### config.mk
export PLATFORM = sky130hd
export DESIGN_NAME = line_raster
export DESIGN_NICKNAME = d
export VERILOG_FILES = /design/src/rtl/line_raster_pkg.sv /design/src/rtl/line_raster_step.sv /design/src/rtl/line_raster.sv
export SDC_FILE = /design/constraint.sdc
export NUM_CORES = 1
export LEC_CHECK = 0
export BUFFER_PORTS_ARGS = -buffer_cell sky130_fd_sc_hd__buf_2
export CELL_PAD_IN_SITES_DETAIL_PLACEMENT = 0
export CELL_PAD_IN_SITES_GLOBAL_PLACEMENT = 1
export CORE_ASPECT_RATIO = 1.4
export CORE_MARGIN = 4
export CORE_UTILIZATION = 48
export DETAILED_ROUTE_END_ITERATION = 8
export PLACE_DENSITY = 0.88
export SYNTH_ARGS = -nofsm -noshare
export SYNTH_HDL_FRONTEND = slang
export SYNTH_SLANG_ARGS = --single-unit
### constraint.sdc
create_clock -name clk -period 8 [get_ports clk]
set_clock_uncertainty 0.2 [all_clocks]
set_input_delay 0.4 -clock clk [delete_from_list [all_inputs] [get_ports clk]]
set_output_delay 0.4 -clock clk [all_outputs]
set_load 0.02 [all_outputs]
### src/rtl/line_raster_pkg.sv
// Shared types for the line rasteriser: pixel/segment structs, FSM states, widths.
// Latency: n/a (types and a pure helper function only).
// Backpressure: n/a.
package line_raster_pkg;

    localparam int COORD_W = 16;
    localparam int ERR_W   = COORD_W + 2;

    typedef struct packed {
        logic signed [COORD_W-1:0] x;
        logic signed [COORD_W-1:0] y;
    } Point2D;

    typedef struct packed {
        Point2D s;
        Point2D p;
    } Line2D;

    typedef enum logic [1:0] {
        ST_IDLE,
        ST_SETUP,
        ST_DRAW
    } raster_state_t;

    typedef logic signed [ERR_W-1:0] err_t;

    // |a-b| computed at the wider error width so the difference cannot overflow
    function automatic err_t abs_diff(input logic signed [COORD_W-1:0] a,
                                      input logic signed [COORD_W-1:0] b);
        err_t d;
        d = err_t'(a) - err_t'(b);
        return (d < 0) ? -d : d;
    endfunction

endpackage

### src/rtl/line_raster_step.sv
// One Bresenham step: next point and next error term from the current ones.
// Latency: purely combinational.
// Backpressure: none; the caller decides when to commit the result.
module raster_step
    import line_raster_pkg::*;
#(
    parameter int COORD_W = line_raster_pkg::COORD_W
) (
    input  Point2D                    cur,
    input  logic signed [COORD_W+1:0] err,
    input  logic signed [COORD_W+1:0] dx,
    input  logic signed [COORD_W+1:0] dy,
    input  logic signed [1:0]         sx,
    input  logic signed [1:0]         sy,
    output Point2D                    nxt_cur,
    output logic signed [COORD_W+1:0] nxt_err
);

    logic signed [COORD_W+1:0] e2;

    // Both axis decisions look at the pre-step error; their error updates add up
    always_comb begin
        e2      = {err[COORD_W:0], 1'b0};
        nxt_cur = cur;
        nxt_err = err;
        if (e2 >= dy) begin
            nxt_err   = nxt_err + dy;
            nxt_cur.x = cur.x + COORD_W'(sx);
        end
        if (e2 <= dx) begin
            nxt_err   = nxt_err + dx;
            nxt_cur.y = cur.y + COORD_W'(sy);
        end
    end

endmodule

### src/rtl/line_raster.sv
// Walks an accepted clipped segment s->p with a Bresenham stepper, one pixel per cycle.
// Latency: input handshake N -> setup N+1 -> first pixel valid N+2.
// Backpressure: pix_ready low freezes pixel and all state; in_ready high only when idle.
module line_raster
    import line_raster_pkg::*;
#(
    parameter int COORD_W = line_raster_pkg::COORD_W
) (
    input  logic   clk,
    input  logic   rst,
    input  Line2D  line_in,
    input  logic   accept_in,
    input  logic   in_valid,
    output logic   in_ready,
    output Point2D pix_out,
    output logic   pix_valid,
    input  logic   pix_ready,
    output logic   pix_last,
    output logic   busy
);

    localparam int EW = COORD_W + 2;

    raster_state_t          state;
    Point2D                 s_pt;
    Point2D                 p_pt;
    logic signed [EW-1:0]   dx;
    logic signed [EW-1:0]   dy;
    logic signed [EW-1:0]   err;
    logic signed [1:0]      sx;
    logic signed [1:0]      sy;

    logic signed [EW-1:0]   su_dx;
    logic signed [EW-1:0]   su_dy;
    logic signed [1:0]      su_sx;
    logic signed [1:0]      su_sy;
    Point2D                 nxt_cur;
    logic signed [EW-1:0]   nxt_err;

    // Stepper terms derived from the registered endpoints, committed in SETUP
    always_comb begin
        su_dx = abs_diff(p_pt.x, s_pt.x);
        su_dy = -abs_diff(p_pt.y, s_pt.y);
        su_sx = (p_pt.x > s_pt.x) ? 2'sb01 : 2'sb11;
        su_sy = (p_pt.y > s_pt.y) ? 2'sb01 : 2'sb11;
    end

    raster_step #(.COORD_W(COORD_W)) u_step (
        .cur     (pix_out),
        .err     (err),
        .dx      (dx),
        .dy      (dy),
        .sx      (sx),
        .sy      (sy),
        .nxt_cur (nxt_cur),
        .nxt_err (nxt_err)
    );

    // Control FSM; pix_out doubles as the current-point register
    always_ff @(posedge clk or posedge rst) begin
        if (rst) begin
            state     <= ST_IDLE;
            s_pt      <= '0;
            p_pt      <= '0;
            dx        <= '0;
            dy        <= '0;
            err       <= '0;
            sx        <= '0;
            sy        <= '0;
            pix_out   <= '0;
            pix_valid <= 1'b0;
            pix_last  <= 1'b0;
            in_ready  <= 1'b1;
            busy      <= 1'b0;
        end else begin
            case (state)
                ST_IDLE: begin
                    // rejected lines are simply consumed here
                    if (in_valid && accept_in) begin
                        s_pt     <= line_in.s;
                        p_pt     <= line_in.p;
                        state    <= ST_SETUP;
                        in_ready <= 1'b0;
                        busy     <= 1'b1;
                    end
                end
                ST_SETUP: begin
                    dx        <= su_dx;
                    dy        <= su_dy;
                    sx        <= su_sx;
                    sy        <= su_sy;
                    err       <= su_dx + su_dy;
                    pix_out   <= s_pt;
                    pix_valid <= 1'b1;
                    pix_last  <= (s_pt == p_pt);
                    state     <= ST_DRAW;
                end
                ST_DRAW: begin
                    if (pix_ready) begin
                        if (pix_last) begin
                            pix_valid <= 1'b0;
                            pix_last  <= 1'b0;
                            in_ready  <= 1'b1;
                            busy      <= 1'b0;
                            state     <= ST_IDLE;
                        end else begin
                            pix_out  <= nxt_cur;
                            err      <= nxt_err;
                            pix_last <= (nxt_cur == p_pt);
                        end
                    end
                end
                default: begin
                    state     <= ST_IDLE;
                    pix_valid <= 1'b0;
                    pix_last  <= 1'b0;
                    in_ready  <= 1'b1;
                    busy      <= 1'b0;
                end
            endcase
        end
    end

endmodule
==> reports/metrics.yaml, run 1 <==
dp_cells: 2135
die_h_microns: 214.7
synth_nets: 1920
io_pins: 105
area_growth_pct: 14.65
synth_flop_cell: "dfrtp_1"
crit_buf_inv: 3
dieWidth_microns: 155.6
clkSlewWorstSetupHoldPaths_ns: 0.07
postSynthAreaPerCell_sq_um: 8.656
grt_pass1_wl_mm: 71.35
wl_met3_mm: 1.903
fmax_mhz: 150.3
r2r-start: "p_pt[16]"
clk_latency_ns: 0.46
final_cells: 2231
dr_wl_met2_mm: 22.54
worst_path_largest_cell_delay_ns: 0.48
viasPerCell: 6.015
coreArea_sq_um: 30030
finalCritPeriodShare_pct: 83.19
cpMostUsedCell: "a21oi_1"
n_fill_cell: 2688
drv_cap: 0
drtPass1Iterations: 7
synth_common_cells: "dfrtp_1 (157), ha_1 (152), a21oi_1 (133)"
synth.area.top_cells: "dfrtp_1 (27%), ha_1 (13%), xnor2_1 (6.4%), mux2_2 (5.9%), a21oi_1 (4.5%)"
hpwl_mm: 33.02
hold_viol: 0
fin_nets: 2060
finalSetupTns_ns: 0
wl_per_cell_microns: 19.59
gr-total-overflow: 0
worstPathRequired_ns: 8.17
postRouteAntennaNets: 0
setup_viol: 0
hold_end: "s_pt[10]"
gp_congestion: 0.9573
cts_sinks: 158
relSlewSlack_pct: 31.66
yosys_warnings: 0
hold_start: "line_in[42]"
cts-root-buf: "clkbuf_16"
cp-start-kind: "flip-flop"
hold_class: "in -> reg"
cts_hold_buf: 63
antenna_found_initial: 1
io_buffers: 104
cts_buffers: 17
synth_edf_count: 0
cts_tree: "built"
rows: 75
ys_types: 92
h-tree-depth: 4
cts_buffer_depth: 2
worst_r2r_path_depth: 27
maxSlewViolCount: 0
worstSetupPathType: "reg -> reg"
rsz0062_at_grt: "no"
vias: 13420
die_area_sq_um: 33410
worstPathArrival_ns: 6.83
cp_max_fo: 16
topRoutingLayerUsed: "met4"
ff2ff_setup_slack_ns: 1.35
endpoint_kind: "flip-flop"
drc: 0
start_util_pct: 48.77
netlist_instances: 1692
grt_usage_pct: 26.51
yosysSeqAreaShare_pct: 27.01
netlist_area_sq_um: 14650
crit-reg2reg-capture: "err[16]"
cts.repair.resized: 0
critical_path.top_delay_family: "compound AO/OA/AOI/OAI gates"
synth.most_common_cell: "dfrtp_1"
outcome: "completed"
detail_route.iter0.violations: 810
critPathSlowestCell: "fa_1"
synthArstFlopShare_pct: 100.0
met1_length_mm: 17.23
min_path_cells: 2
post_cts_buffers: 0
worstMarginPinSlew_ns: 0.9993
finalCriticalPeriod_ns: 6.655
grt_pass1_vias: 13800
yosysTopAreaCell: "dfrtp_1"
drive_gt1_share_pct: 14.91
drt-total-wl_mm: 43.71
grt_max_degree: 89
ys_ff_latch: 158
synth_top_area_share_pct: 26.83
[cell type report]
class | instances | area, sq um | share of cell area (%)
Timing Repair Buffer | 181 | 1256 | 7.481
Sequential cell | 158 | 3955 | 23.55
Inverter | 122 | 462.9 | 2.757
Multi-Input combinational cell | 1352 | 10030 | 59.75
Clock inverter | 13 | 166.4 | 0.9911
Antenna cell | 1 | 2.502 | 0.01490
Tap cell | 385 | 481.7 | 2.869
Clock buffer | 19 | 432.9 | 2.578
[cell families after synthesis]
group | after synthesis | synth area share, %
adder cells (fa/ha/maj) | 159 | 13.94
buffers and inverters | 182 | 4.750
multiplexers | 97 | 7.287
AND/OR/NAND/NOR | 431 | 14.42
XOR/XNOR | 166 | 10.25
AO/OA/AOI/OAI | 499 | 22.34
flip-flops | 158 | 27.01
[routing by layer]
layer  vias to the layer above  GRT usage (%)
met5                         -              0
met4                         0          12.79
met3                       112          4.159
met2                       383          47.05
met1                      6478          30.76
li1                       6446              -
[cell usage in the layout, fill, tap and decap left out, types with 15 or more instances in the layout]
cell type        n
o21ai_0        101
a211oi_1        18
buf_2          104
clkbuf_16       17
nand2_1        118
dlygate4sd3_1   63
nor2_1         116
mux2_2          77
dfrtp_1        157
a31oi_1         15
o22ai_1         52
a21o_1          40
a21oi_1        133
nand2b_1        18
mux2i_1         20
xnor2_1        107
xor2_1          55
inv_1          121
nor3_1          28
ha_1           150
o21a_1          21
nand3_1         35
nand4_1         18
o211ai_1        18
[worst max-delay path by stage]
stage                        start       to  depth (start not counted)  slack, ns
final                     p_pt[16]  err[16]                         27       1.35
after global routing      p_pt[16]  err[16]                         27       0.96
after floorplan           p_pt[16]  err[16]                         28       2.07
after detailed placement  p_pt[16]  err[16]                         27       1.41
after CTS                 p_pt[16]  err[16]                         27       1.38
after global placement    p_pt[16]  err[16]                         27       1.57
[registers in the layout, indices dropped and copies added (netlist names)]
register / flops
state: 2
sy: 1
s_pt: 32
pix_out: 32
busy: 1
sx: 2
pix_valid: 1
dx: 18
err: 17
dy: 18
pix_last: 1
p_pt: 32
in_ready: 1
[worst reg2reg max path: stages, from the launching register on]
cell and delay [ns]:
dfrtp_1 0.42, inv_1 0.08, ha_1 0.17, inv_1 0.06
fa_1 0.44, a211o_1 0.36, a21oi_1 0.20, o31ai_1 0.15
a211oi_1 0.27, o21bai_1 0.11, a21oi_1 0.21, nand2b_1 0.13
a31oi_1 0.08, buf_4 0.20, mux2_2 0.33, fa_1 0.49
a211oi_1 0.23, nor2_1 0.10, or4_1 0.41, a31oi_1 0.28
nor2b_1 0.09, o21a_1 0.19, o41a_1 0.36, a21o_1 0.20
a21oi_1 0.25, o21ai_0 0.16, xnor3_1 0.20, a211oi_2 0.21
[metrics by stage]
step | instance area (sq um) | hold slack [ns] | utilization, % | worst slack (ns)
finish | 16790 | 0.01717 | 55.92 | 1.345
floorplan | 14650 | 0.2488 | - | 2.068
detailed placement | 15560 | 0.2576 | 51.81 | 1.411
CTS | 16790 | 0.002062 | 55.91 | 1.375
global placement | 15560 | 0.2541 | 51.81 | 1.568
global route | 16790 | 0.01030 | 55.92 | 0.9605
Power of run 1 is left out: the tool's default activity adds up to more than one toggle a clock period on the data nets, which glitch-free logic cannot reach.
==> inputs of run 2 (changes only) <==
- clock period: 8 -> 6.5 ns (I/O delays scaled with it)
==> run 2 against run 1 <==
  * Global-route usage is essentially flat
  * Fmax grew 7.0%
  * Non-clock buffer count grew 8
  * Critical path depth shrank 1
  * Die area is the same
  * Routed wire length grew 1.1%
  * First-iteration DRC count shrank 6.0%
  * Via count shrank 0.49%
  * Sequential share of layout area shrank 0.13 points
  * Register-to-register slack lost 1.1 ns
  * Utilization grew 0.32 points
  * Largest cell class unchanged
  * Highest routed layer unchanged
==> reports/metrics.yaml, run 2 (synthesis results as in run 1) <==
gp_congestion: 0.9432
cts_buffer_depth: 2
critPathSlowestCell: "fa_1"
finalCritPeriodShare_pct: 95.66
cts_tree: "built"
relSlewSlack_pct: 17.87
gr-total-overflow: 0
hold_viol: 0
clkSlewWorstSetupHoldPaths_ns: 0.07
outcome: "completed"
worst_slack_ns: 0.2822
final_common_cell: "dfrtp_1"
drv_cap: 0
vias: 13350
worstPathRequired_ns: 6.68
drtPass1Iterations: 5
worst_path_largest_cell_delay_ns: 0.51
fmax_mhz: 160.8
dp_cells: 2140
seqCellArea_sq_um: 3955
drive_gt1_share_pct: 15.60
wl_per_cell_microns: 19.76
worstPathArrival_ns: 6.40
die_area_sq_um: 33410
cp-start-kind: "flip-flop"
start_util_pct: 48.77
io_buffers: 104
hpwl_mm: 33.41
cts_sinks: 158
final_cells: 2237
grt_max_degree: 100
cts_buffers: 17
crit_buf_inv: 2
cts-root-buf: "clkbuf_16"
postLayoutCoreUtil_pct: 56.24
viasPerCell: 5.969
coreArea_sq_um: 30030
detail_route.iter0.violations: 761
die_h_microns: 214.7
hold_class: "in -> reg"
grt_usage_pct: 26.54
grt_pass1_wl_mm: 71.01
worstMarginPinSlew_ns: 1.229
grt_pass1_vias: 13510
n_fill_cell: 2736
cp_max_fo: 4
worstSetupPathType: "reg -> reg"
antenna_cells: 0
area_growth_pct: 15.31
setup_viol: 0
drt-total-wl_mm: 44.20
endpoint_kind: "flip-flop"
h-tree-depth: 4
maxSlewViolCount: 0
dieWidth_microns: 155.6
rows: 75
final_cell_mix: "dfrtp_1 (157), ha_1 (150), a21oi_1 (130)"
clk_latency_ns: 0.46
largest_registers: "p_pt (32), pix_out (32), s_pt (32)"
critical_path.top_delay_family: "compound AO/OA/AOI/OAI gates"
io_pins: 105
detailedPlace.worstSlack_ns: 0.04997
multi_input_area_sq_um: 10080
postRouteAntennaNets: 0
fin_nets: 2068
antenna_found_initial: 0
rsz0062_at_grt: "yes"
finalCriticalPeriod_ns: 6.218
drc: 0
## run 2: cell types whose count changed in the layout (fill, tap and decap cells not counted), moves of 3 or more
cell      before  now
a21oi_1      133  130
a21oi_2        2    5
buf_4         14   20
clkinv_2       3    0
## run 2: what timing repair did
| action | 4_1_cts | 5_1_grt |
|---|---|---|
| gates resized for setup | 0 | 9 |
| setup buffers | 0 | 1 |
| setup endpoints to repair | 0 | 3 |
| hold buffers | 65 | 0 |
| hold endpoints to repair | 162 | 0 |
## run 2: stage by stage
step                      hold WS (ns)   TNS, ns  area, sq um
final                           0.1670         0        16890
after global routing            0.1935  -0.07923        16890
after CTS                       0.1483         0        16830
after detailed placement        0.2623         0        15590
after global placement          0.2549         0        15590
after floorplan                 0.2488         0        14650
## run 2: path summary, 6_finish.rpt
| check | from | to | slack (ns) | depth (start not counted) |
|---|---|---|---|---|
| worst max-delay path | p_pt[16] | err[16] | 0.28 | 26 |
| worst min-delay path | accept_in | state[1] | 0.17 | 4 |
| worst max register to register | p_pt[16] | err[16] | 0.28 | 26 |
| max in group asynchronous | rst | pix_out[29] | 4.35 | 4 |
| min in group asynchronous | rst | p_pt[1] | 0.38 | 3 |
| worst min register to register | in_ready | in_ready | 0.27 | 2 |
## run 2: worst min-delay path: stages
cell,delay [ns]
buf_2,0.13
nand2_1,0.11
a21oi_1,0.09
o21ai_0,0.14
## run 2: cell type report
type	instances	share of cell area, %
clock buffer	20	2.704
clock inverter	11	0.7928
inverter	122	2.741
sequential	158	23.42
timing repair buffer	189	7.824
tap	385	2.852
multi-input combinational	1352	59.67
## run 2: layer usage
layer | part of all wire [%] | global-route usage, % | vias up
met2 | 53 | 47.79 | 367
met3 | 4.3 | 3.331 | 84
met5 | 0 | 0 | -
met4 | 3.7 | 10.74 | 0
li1 | - | - | 6436
met1 | 40 | 31.61 | 6466
Power of run 2 is left out for the same reason.
